<file path="config.mk">
export PLATFORM = sky130hd
export DESIGN_NAME = pc_fetch_ctrl
export DESIGN_NICKNAME = d
export VERILOG_FILES = /design/src/rtl/mips_pkg.sv /design/src/rtl/pc_fetch_ctrl_sat_counter.sv /design/src/rtl/pc_fetch_ctrl.sv
export SDC_FILE = /design/constraint.sdc
export NUM_CORES = 1
export LEC_CHECK = 0
export CORE_MARGIN = 4
export CORE_UTILIZATION = 47
export DETAILED_ROUTE_END_ITERATION = 7
export GPL_TIMING_DRIVEN = 0
export PLACE_DENSITY = 0.86
export SYNTH_ARGS = -nofsm -noshare
export SYNTH_HDL_FRONTEND = slang
export SYNTH_SLANG_ARGS = --single-unit
export TNS_END_PERCENT = 20
</file>
<file path="constraint.sdc">
create_clock -name i_clk -period 3.61 [get_ports i_clk]
set_clock_uncertainty 0.2 [all_clocks]
set_input_delay 0.722 -clock i_clk [delete_from_list [all_inputs] [get_ports i_clk]]
set_output_delay 0.722 -clock i_clk [all_outputs]
set_load 0.02 [all_outputs]
</file>
<file path="src/rtl/mips_pkg.sv">
// mips_pkg: definitions shared by the fetch stage and the debug unit.
//   NBITS_DEF     default PC/address width
//   PC_RESET_DEF  default PC value loaded on reset
//   CNT_BITS_DEF  default width of the debug cycle counter
//   fetch_state_e fetch FSM encoding, decoded by the debug unit from o_State
//   is_advance()  true when the pipeline advances in the given state
package mips_pkg;

  localparam int          NBITS_DEF    = 32;
  localparam logic [31:0] PC_RESET_DEF = 32'h0000_0000;
  localparam int          CNT_BITS_DEF = 32;

  typedef enum logic [1:0] {
    ST_IDLE   = 2'b00,
    ST_RUN    = 2'b01,
    ST_STEP   = 2'b10,
    ST_HALTED = 2'b11
  } fetch_state_e;

  // In single-step mode only the cycle carrying a step pulse advances.
  function automatic logic is_advance(input fetch_state_e state, input logic step);
    return (state == ST_RUN) || ((state == ST_STEP) && step);
  endfunction

endpackage

</file>
<file path="src/rtl/pc_fetch_ctrl_sat_counter.sv">
// sat_counter: free-running event counter that sticks at all-ones.
//   i_clk    rising-edge clock
//   i_reset  synchronous active-high clear
//   i_inc    count this cycle
//   count    current count value
module sat_counter #(
  parameter int WIDTH = 32
) (
  input  logic             i_clk,
  input  logic             i_reset,
  input  logic             i_inc,
  output logic [WIDTH-1:0] count
);

  logic [WIDTH-1:0] count_q;
  logic [WIDTH-1:0] count_d;

  // Once all-ones is reached the value is frozen so the debug unit never
  // sees a small count after a very long run.
  always_comb begin
    count_d = count_q;
    if (i_inc && (count_q != '1)) begin
      count_d = count_q + WIDTH'(1);
    end
  end

  always_ff @(posedge i_clk) begin
    if (i_reset) begin
      count_q <= '0;
    end else begin
      count_q <= count_d;
    end
  end

  assign count = count_q;

endmodule

</file>
<file path="src/rtl/pc_fetch_ctrl.sv">
// pc_fetch_ctrl: program-counter register and fetch control of the pipeline.
//   i_clk       rising-edge clock
//   i_reset     synchronous active-high reset
//   i_PC_next   next PC from the PC-select mux
//   i_Start     begin execution (looked at only while idle)
//   i_ModeStep  0 = continuous run, 1 = single-step (sampled with i_Start)
//   i_Step      single-cycle advance pulse in step mode
//   i_Stall     hold the PC on this advance cycle
//   i_Halt      HALT instruction seen in decode
//   o_PC        registered PC / instruction-memory address
//   o_PC4       o_PC + 4 back to the mux
//   o_PipeEn    pipeline advance enable for this cycle
//   o_Halted    high once halted
//   o_State     FSM state for debug readout
//   o_CycleCnt  saturating count of advance cycles since reset
module pc_fetch_ctrl
  import mips_pkg::*;
#(
  parameter int               NBITS    = NBITS_DEF,
  parameter logic [NBITS-1:0] PC_RESET = NBITS'(PC_RESET_DEF),
  parameter int               CNT_BITS = CNT_BITS_DEF
) (
  input  logic                i_clk,
  input  logic                i_reset,
  input  logic [NBITS-1:0]    i_PC_next,
  input  logic                i_Start,
  input  logic                i_ModeStep,
  input  logic                i_Step,
  input  logic                i_Stall,
  input  logic                i_Halt,
  output logic [NBITS-1:0]    o_PC,
  output logic [NBITS-1:0]    o_PC4,
  output logic                o_PipeEn,
  output logic                o_Halted,
  output logic [1:0]          o_State,
  output logic [CNT_BITS-1:0] o_CycleCnt
);

  fetch_state_e     state_q;
  fetch_state_e     state_d;
  logic [NBITS-1:0] pc_q;
  logic [NBITS-1:0] pc_d;
  logic             advance;

  assign advance = is_advance(state_q, i_Step);

  // A step pulse arriving together with i_Start is dropped on purpose: the
  // first step only executes once the FSM is already in STEP.
  always_comb begin
    state_d = state_q;
    unique case (state_q)
      ST_IDLE: begin
        if (i_Start) begin
          state_d = i_ModeStep ? ST_STEP : ST_RUN;
        end
      end
      ST_RUN: begin
        if (i_Halt) begin
          state_d = ST_HALTED;
        end
      end
      ST_STEP: begin
        if (i_Step && i_Halt) begin
          state_d = ST_HALTED;
        end
      end
      ST_HALTED: begin
        state_d = ST_HALTED;
      end
      default: begin
        state_d = ST_IDLE;
      end
    endcase
  end

  // Halt wins over stall; both freeze the PC. Addresses are word aligned,
  // so the low two bits of the mux output are discarded.
  always_comb begin
    pc_d = pc_q;
    if (advance && !i_Halt && !i_Stall) begin
      pc_d = {i_PC_next[NBITS-1:2], 2'b00};
    end
  end

  always_ff @(posedge i_clk) begin
    if (i_reset) begin
      state_q <= ST_IDLE;
      pc_q    <= PC_RESET;
    end else begin
      state_q <= state_d;
      pc_q    <= pc_d;
    end
  end

  // Stalled and halting cycles still count, since the pipeline advances.
  sat_counter #(
    .WIDTH (CNT_BITS)
  ) u_cycle_cnt (
    .i_clk   (i_clk),
    .i_reset (i_reset),
    .i_inc   (advance),
    .count   (o_CycleCnt)
  );

  assign o_PC     = pc_q;
  assign o_PC4    = pc_q + NBITS'(4);
  assign o_PipeEn = advance;
  assign o_Halted = (state_q == ST_HALTED);
  assign o_State  = state_q;

endmodule
</file>
Word level (Yosys, flattened, before mapping):

Index checks and enable logic that the tools add are counted.

* ROM bits: 0
* bits in writable memories: 0
* bits in latches: 0
* memories: 0
* bits in registers: 64
* word-level logic and storage cells: 27

* bitwise logic cells: 0
* shift operators: 0
* reduce and logical (&&, ||, !) cells: 10
* magnitude comparators: 0
* add/sub/neg operators: 2
* multiplexer cells: 5
* equality and inequality tests: 7
* divide/modulo/power cells: 0
* $mul: 0

Operators with widths (number)
* adder 32 x 1 -> 32 bit, second input constant: 1
* adder 32 x 3 -> 32 bit, second input constant: 1
* != test 32 bit, second input constant: 1
* two-way mux 2 bit: 4
* one-hot mux 2 bit (4 select lines): 1
* logical AND 1 bit: 5
* == test 2 bit, second input constant: 2
* != test 2 bit, second input constant: 2
* AND reduction 3 bit: 1
* == test 2 x 1 -> 1 bit, second input constant: 1
* logical NOT 1 bit: 2
* logical NOT 2 bit: 1
* != test 2 x 1 -> 1 bit, second input constant: 1
* logical OR 1 bit: 1

Logic depth before layout (Yosys ltp):

* depth after elaboration: 5
* mapped depth: 8
* gate-level depth less buffers: 6

Cells and area by module:

From an unflattened synthesis, not the netlist that was laid out.

* cells, all modules: 403
* area, all modules: 3485.8 um^2

Modules (own cells, without submodules)
* pc_fetch_ctrl: times used 1, area each 1811.7 um^2, sequential area each 640.6 um^2, cells each 204
* sat_counter: times used 1, area each 1674.1 um^2, sequential area each 640.6 um^2, cells each 199

Worst setup path after synthesis:

OpenSTA, ideal clock, no wires.

* path kind: register to output
* start point: register pc_q[4] (netlist: o_PC[4])
* end point: output port o_PC4[18]
* slack: 0.690 ns
* required time: 2.688 ns
* arrival time: 1.998 ns
* stages on the path, launching flop included: 7
* path through: dfxtp_1 > and4_1 > and3_1 > clkbuf_1 > nor2b_1 > nand4_1 > xnor2_1

* word-level cells in the longest chain between the ends: 1

RTL lines
* from (decl): RTL line pc_fetch_ctrl.sv:41 `logic [NBITS-1:0] pc_q;`
* from (signal assigned): RTL line pc_fetch_ctrl.sv:91 `pc_q <= pc_d;`
* adder 32 x 3 -> 32 bit: RTL line pc_fetch_ctrl.sv:106 `assign o_PC4 = pc_q + NBITS'(4);`
* to (decl): RTL line pc_fetch_ctrl.sv:32 `output logic [NBITS-1:0] o_PC4,`

Every way passes these cells.

Final worst setup path:

* start point: register pc_q[2] (netlist: o_PC[2])
* end point: output port o_PC4[14]

Same word-level chain as after synthesis.

==> reports/results.txt <==
Outcome -> complete, no violations
Slew Limit Headroom -> 59.3%
Vias per inst -> 5.47
Fraction of layout cells with a size suffix above 1 -> 9.93%
GRT Overall Usage -> 23.9%
Vias post-DR -> 3735
Number of synthesized flops with an enable pin -> 0
Worst Hold Class -> reg -> reg
Clk buf depth -> 2
Residual DRC count -> 0
Iteration count of the initial detailed-routing pass -> 5
Critical Path, Cell by Cell -> ha_1, and3_2, nor2b_4, nand3_1, xnor2_1, clkdlybuf4s50_1
Worst hold slack -> 0.311 ns
Crit path launch type -> flip-flop
Die width -> 93.9 µm
#FFs+latches synth -> 64
Num CTS Buffers -> 9
Cell area after synthesis -> 3470 µm²
RR Startpoint -> u_cycle_cnt.count[0]
Power Density -> 289 nW/µm²
R2R Setup Slk -> 0.77 ns
Post-synth ARST share -> 0%
Wire per inst -> 15.4 µm
Stages on worst setup path -> 6
Buf/Inv on CP -> 1
Die area -> 8820 µm²
R2R depth -> 8
Critical path origin -> o_PC[2]
GPL Wtd Cong -> 0.927
Layout area overhead -> 47.7%
Final setup viols -> 0
Sequential cell area fraction in the yosys report -> 36.9%
Drt total wl -> 10.5 mm
CP top delay family -> simple AND/OR/NAND/NOR gates
Min setup slack post-route -> 0.108 ns
Clk_lat worst skew -> 0.34 ns
Vias in the first global route -> 3600
CP max-delay cell -> clkdlybuf4s50_1
H-tree depth -> 3
Max FO, Critical Path -> 7
CTS tree -> built
FMAX -> 286 MHz
Cell count after synthesis -> 433
Static Leakage -> 0.00166 µW
Yosys warnings -> 0
Worst slew pin tran -> 0.603 ns
Final Power -> 1480 µW
RSZ-0062 raised after global routing -> true
DP Worst Slack -> 0.126 ns
Tmin final -> 3.50 ns
IO buf count -> 131
Top FF cell, synth -> dfxtp_1
CTS Hold Buffers Added -> 0
Gr ovfl total -> 0
IO Pins -> 139
Period Utilization, post-route -> 97.0%
Setup crit end kind -> primary output
Initial Util -> 48.1%
Max-cap violations -> 0
Pin count of the biggest net entering global routing -> 13
DR iter-0 viols -> 173
Die H -> 93.9 µm
WP data arrival -> 2.58 ns
Antenna Cells -> 0
FP Rows -> 31
VDD IR max -> 0.203 mV
DP HPWL -> 8.00 mm
CTS sink count -> 64
CP Class -> reg -> out
Library cells used by synthesis -> 48
Root buf cell -> clkbuf_8
Required time of the critical path -> 2.69 ns
Max incr delay on CP -> 0.64 ns
Antenna violations before repair -> 0
Core area -> 7210 µm²
Final hold vios -> 0
Post-route ant nets -> 0
Crit path capture -> o_PC4[14]
Fin. max-slew vios -> 0
Clock-pin transition on the worst setup and hold timing paths -> 0.08 ns
Avg Inst Size Synth -> 8.01 µm²
First-pass GRT wire length -> 17.1 mm
Reg-to-reg endpoint -> u_cycle_cnt.count[24]
Post-layout util -> 71.0%
Final #Nets -> 620
-- repair_timing --
action / CTS / global route
setup endpoints to repair: 7 / 17
gates resized for setup: 3 / 4
setup buffers: 0 / 2
-- worst min-delay path, stage by stage (launching register included) --
cell	delay (ns)
dfxtp_1	0.35
nand2_1	0.07
a21oi_1	0.06
-- kinds of logic after synthesis --
logic type	share of synthesized area, %
flops	36.9
compound gates	13.2
fa+ha+maj	0.721
xor+xnor	7.07
simple gates	33.3
other cells	0.108
buf+inv	4.94
mux	3.75
-- layer usage --
metal	up-vias	GRT usage (%)	routed length, µm
met5	-	0	0
met4	0	7.46	172
met3	17	3.61	861
met2	169	43.8	5320
met1	1729	28.3	4150
li1	1820	-	-
-- flip-flops by register name (all words and copies together), names as in the netlist --
signal and count:
u_cycle_cnt.count 32, o_PC 30, o_State 2
-- area by class of cell --
type,instances,area [µm²]
fill,585,2090
multi-input combinational,340,2050
timing repair buffer,133,1330
sequential,64,1280
buffer,27,153
clock buffer,9,124
tap,99,124
clock inverter,7,47.5
inverter,4,15.0
-- Yosys cell counts (2+ instances only) --
cell / number / area, µm²
nand3b_1: 2 / 15.0
nor2_1: 22 / 82.6
o21ai_0: 4 / 20.0
ha_1: 2 / 25.0
nor4b_2: 2 / 30.0
o21ai_1: 4 / 20.0
xnor2_1: 18 / 158
buf_1: 2 / 7.51
xor2_1: 10 / 87.6
nand4_1: 10 / 62.6
buf_2: 2 / 10.0
and2_1: 2 / 12.5
or3b_2: 2 / 17.5
or3_1: 10 / 62.6
nand3_1: 28 / 140
nor3_2: 2 / 20.0
nor2b_1: 9 / 56.3
o41ai_1: 2 / 17.5
dfxtp_1: 64 / 1280
nand2_1: 86 / 323
clkbuf_1: 14 / 52.6
nand2b_1: 5 / 31.3
nor4_2: 3 / 37.5
a21oi_1: 55 / 275
buf_4: 8 / 60.1
nor3_1: 6 / 30.0
mux2_4: 8 / 120
o31ai_1: 12 / 90.1
and4_1: 5 / 43.8
or4_1: 13 / 97.6
inv_1: 4 / 15.0
-- stage by stage --
step / cells / instance area, µm² / setup TNS [ns]
final: 683 / 5120 / 0
after global routing: 683 / 5120 / -0.00348
after CTS: 681 / 5090 / 0
after detailed placement: 666 / 4910 / 0
after global placement: 666 / 4910 / 0
after floorplan: 436 / 3480 / 0
-- report_power, final --
part           internal, µW  switching, µW
logic                   102           95.6
clock network           248            294
registers               720           22.5
-- cell usage in the layout (no fill, tap or decap), types with 12 or more instances in the layout --
cell type          n
a21oi_1           55
nand3_1           26
nand2_1           86
xnor2_1           18
dfxtp_1           64
clkdlybuf4s50_1  131
clkbuf_1          13
nor2_1            21
or4_1             13
o31ai_1           12
-- worst min-delay path by stage --
stage	cells after the start	startpoint	slack, ns	to
finish	2	o_PC[7]	0.31	o_PC[7]
global route	2	u_cycle_cnt.count[30]	0.34	u_cycle_cnt.count[30]
CTS	2	o_PC[7]	0.31	o_PC[7]
detailed placement	2	u_cycle_cnt.count[30]	0.30	u_cycle_cnt.count[30]
global placement	2	u_cycle_cnt.count[30]	0.28	u_cycle_cnt.count[30]
floorplan	2	o_PC[31]	0.36	o_PC[31]
Power figures use the tool's default switching activity.
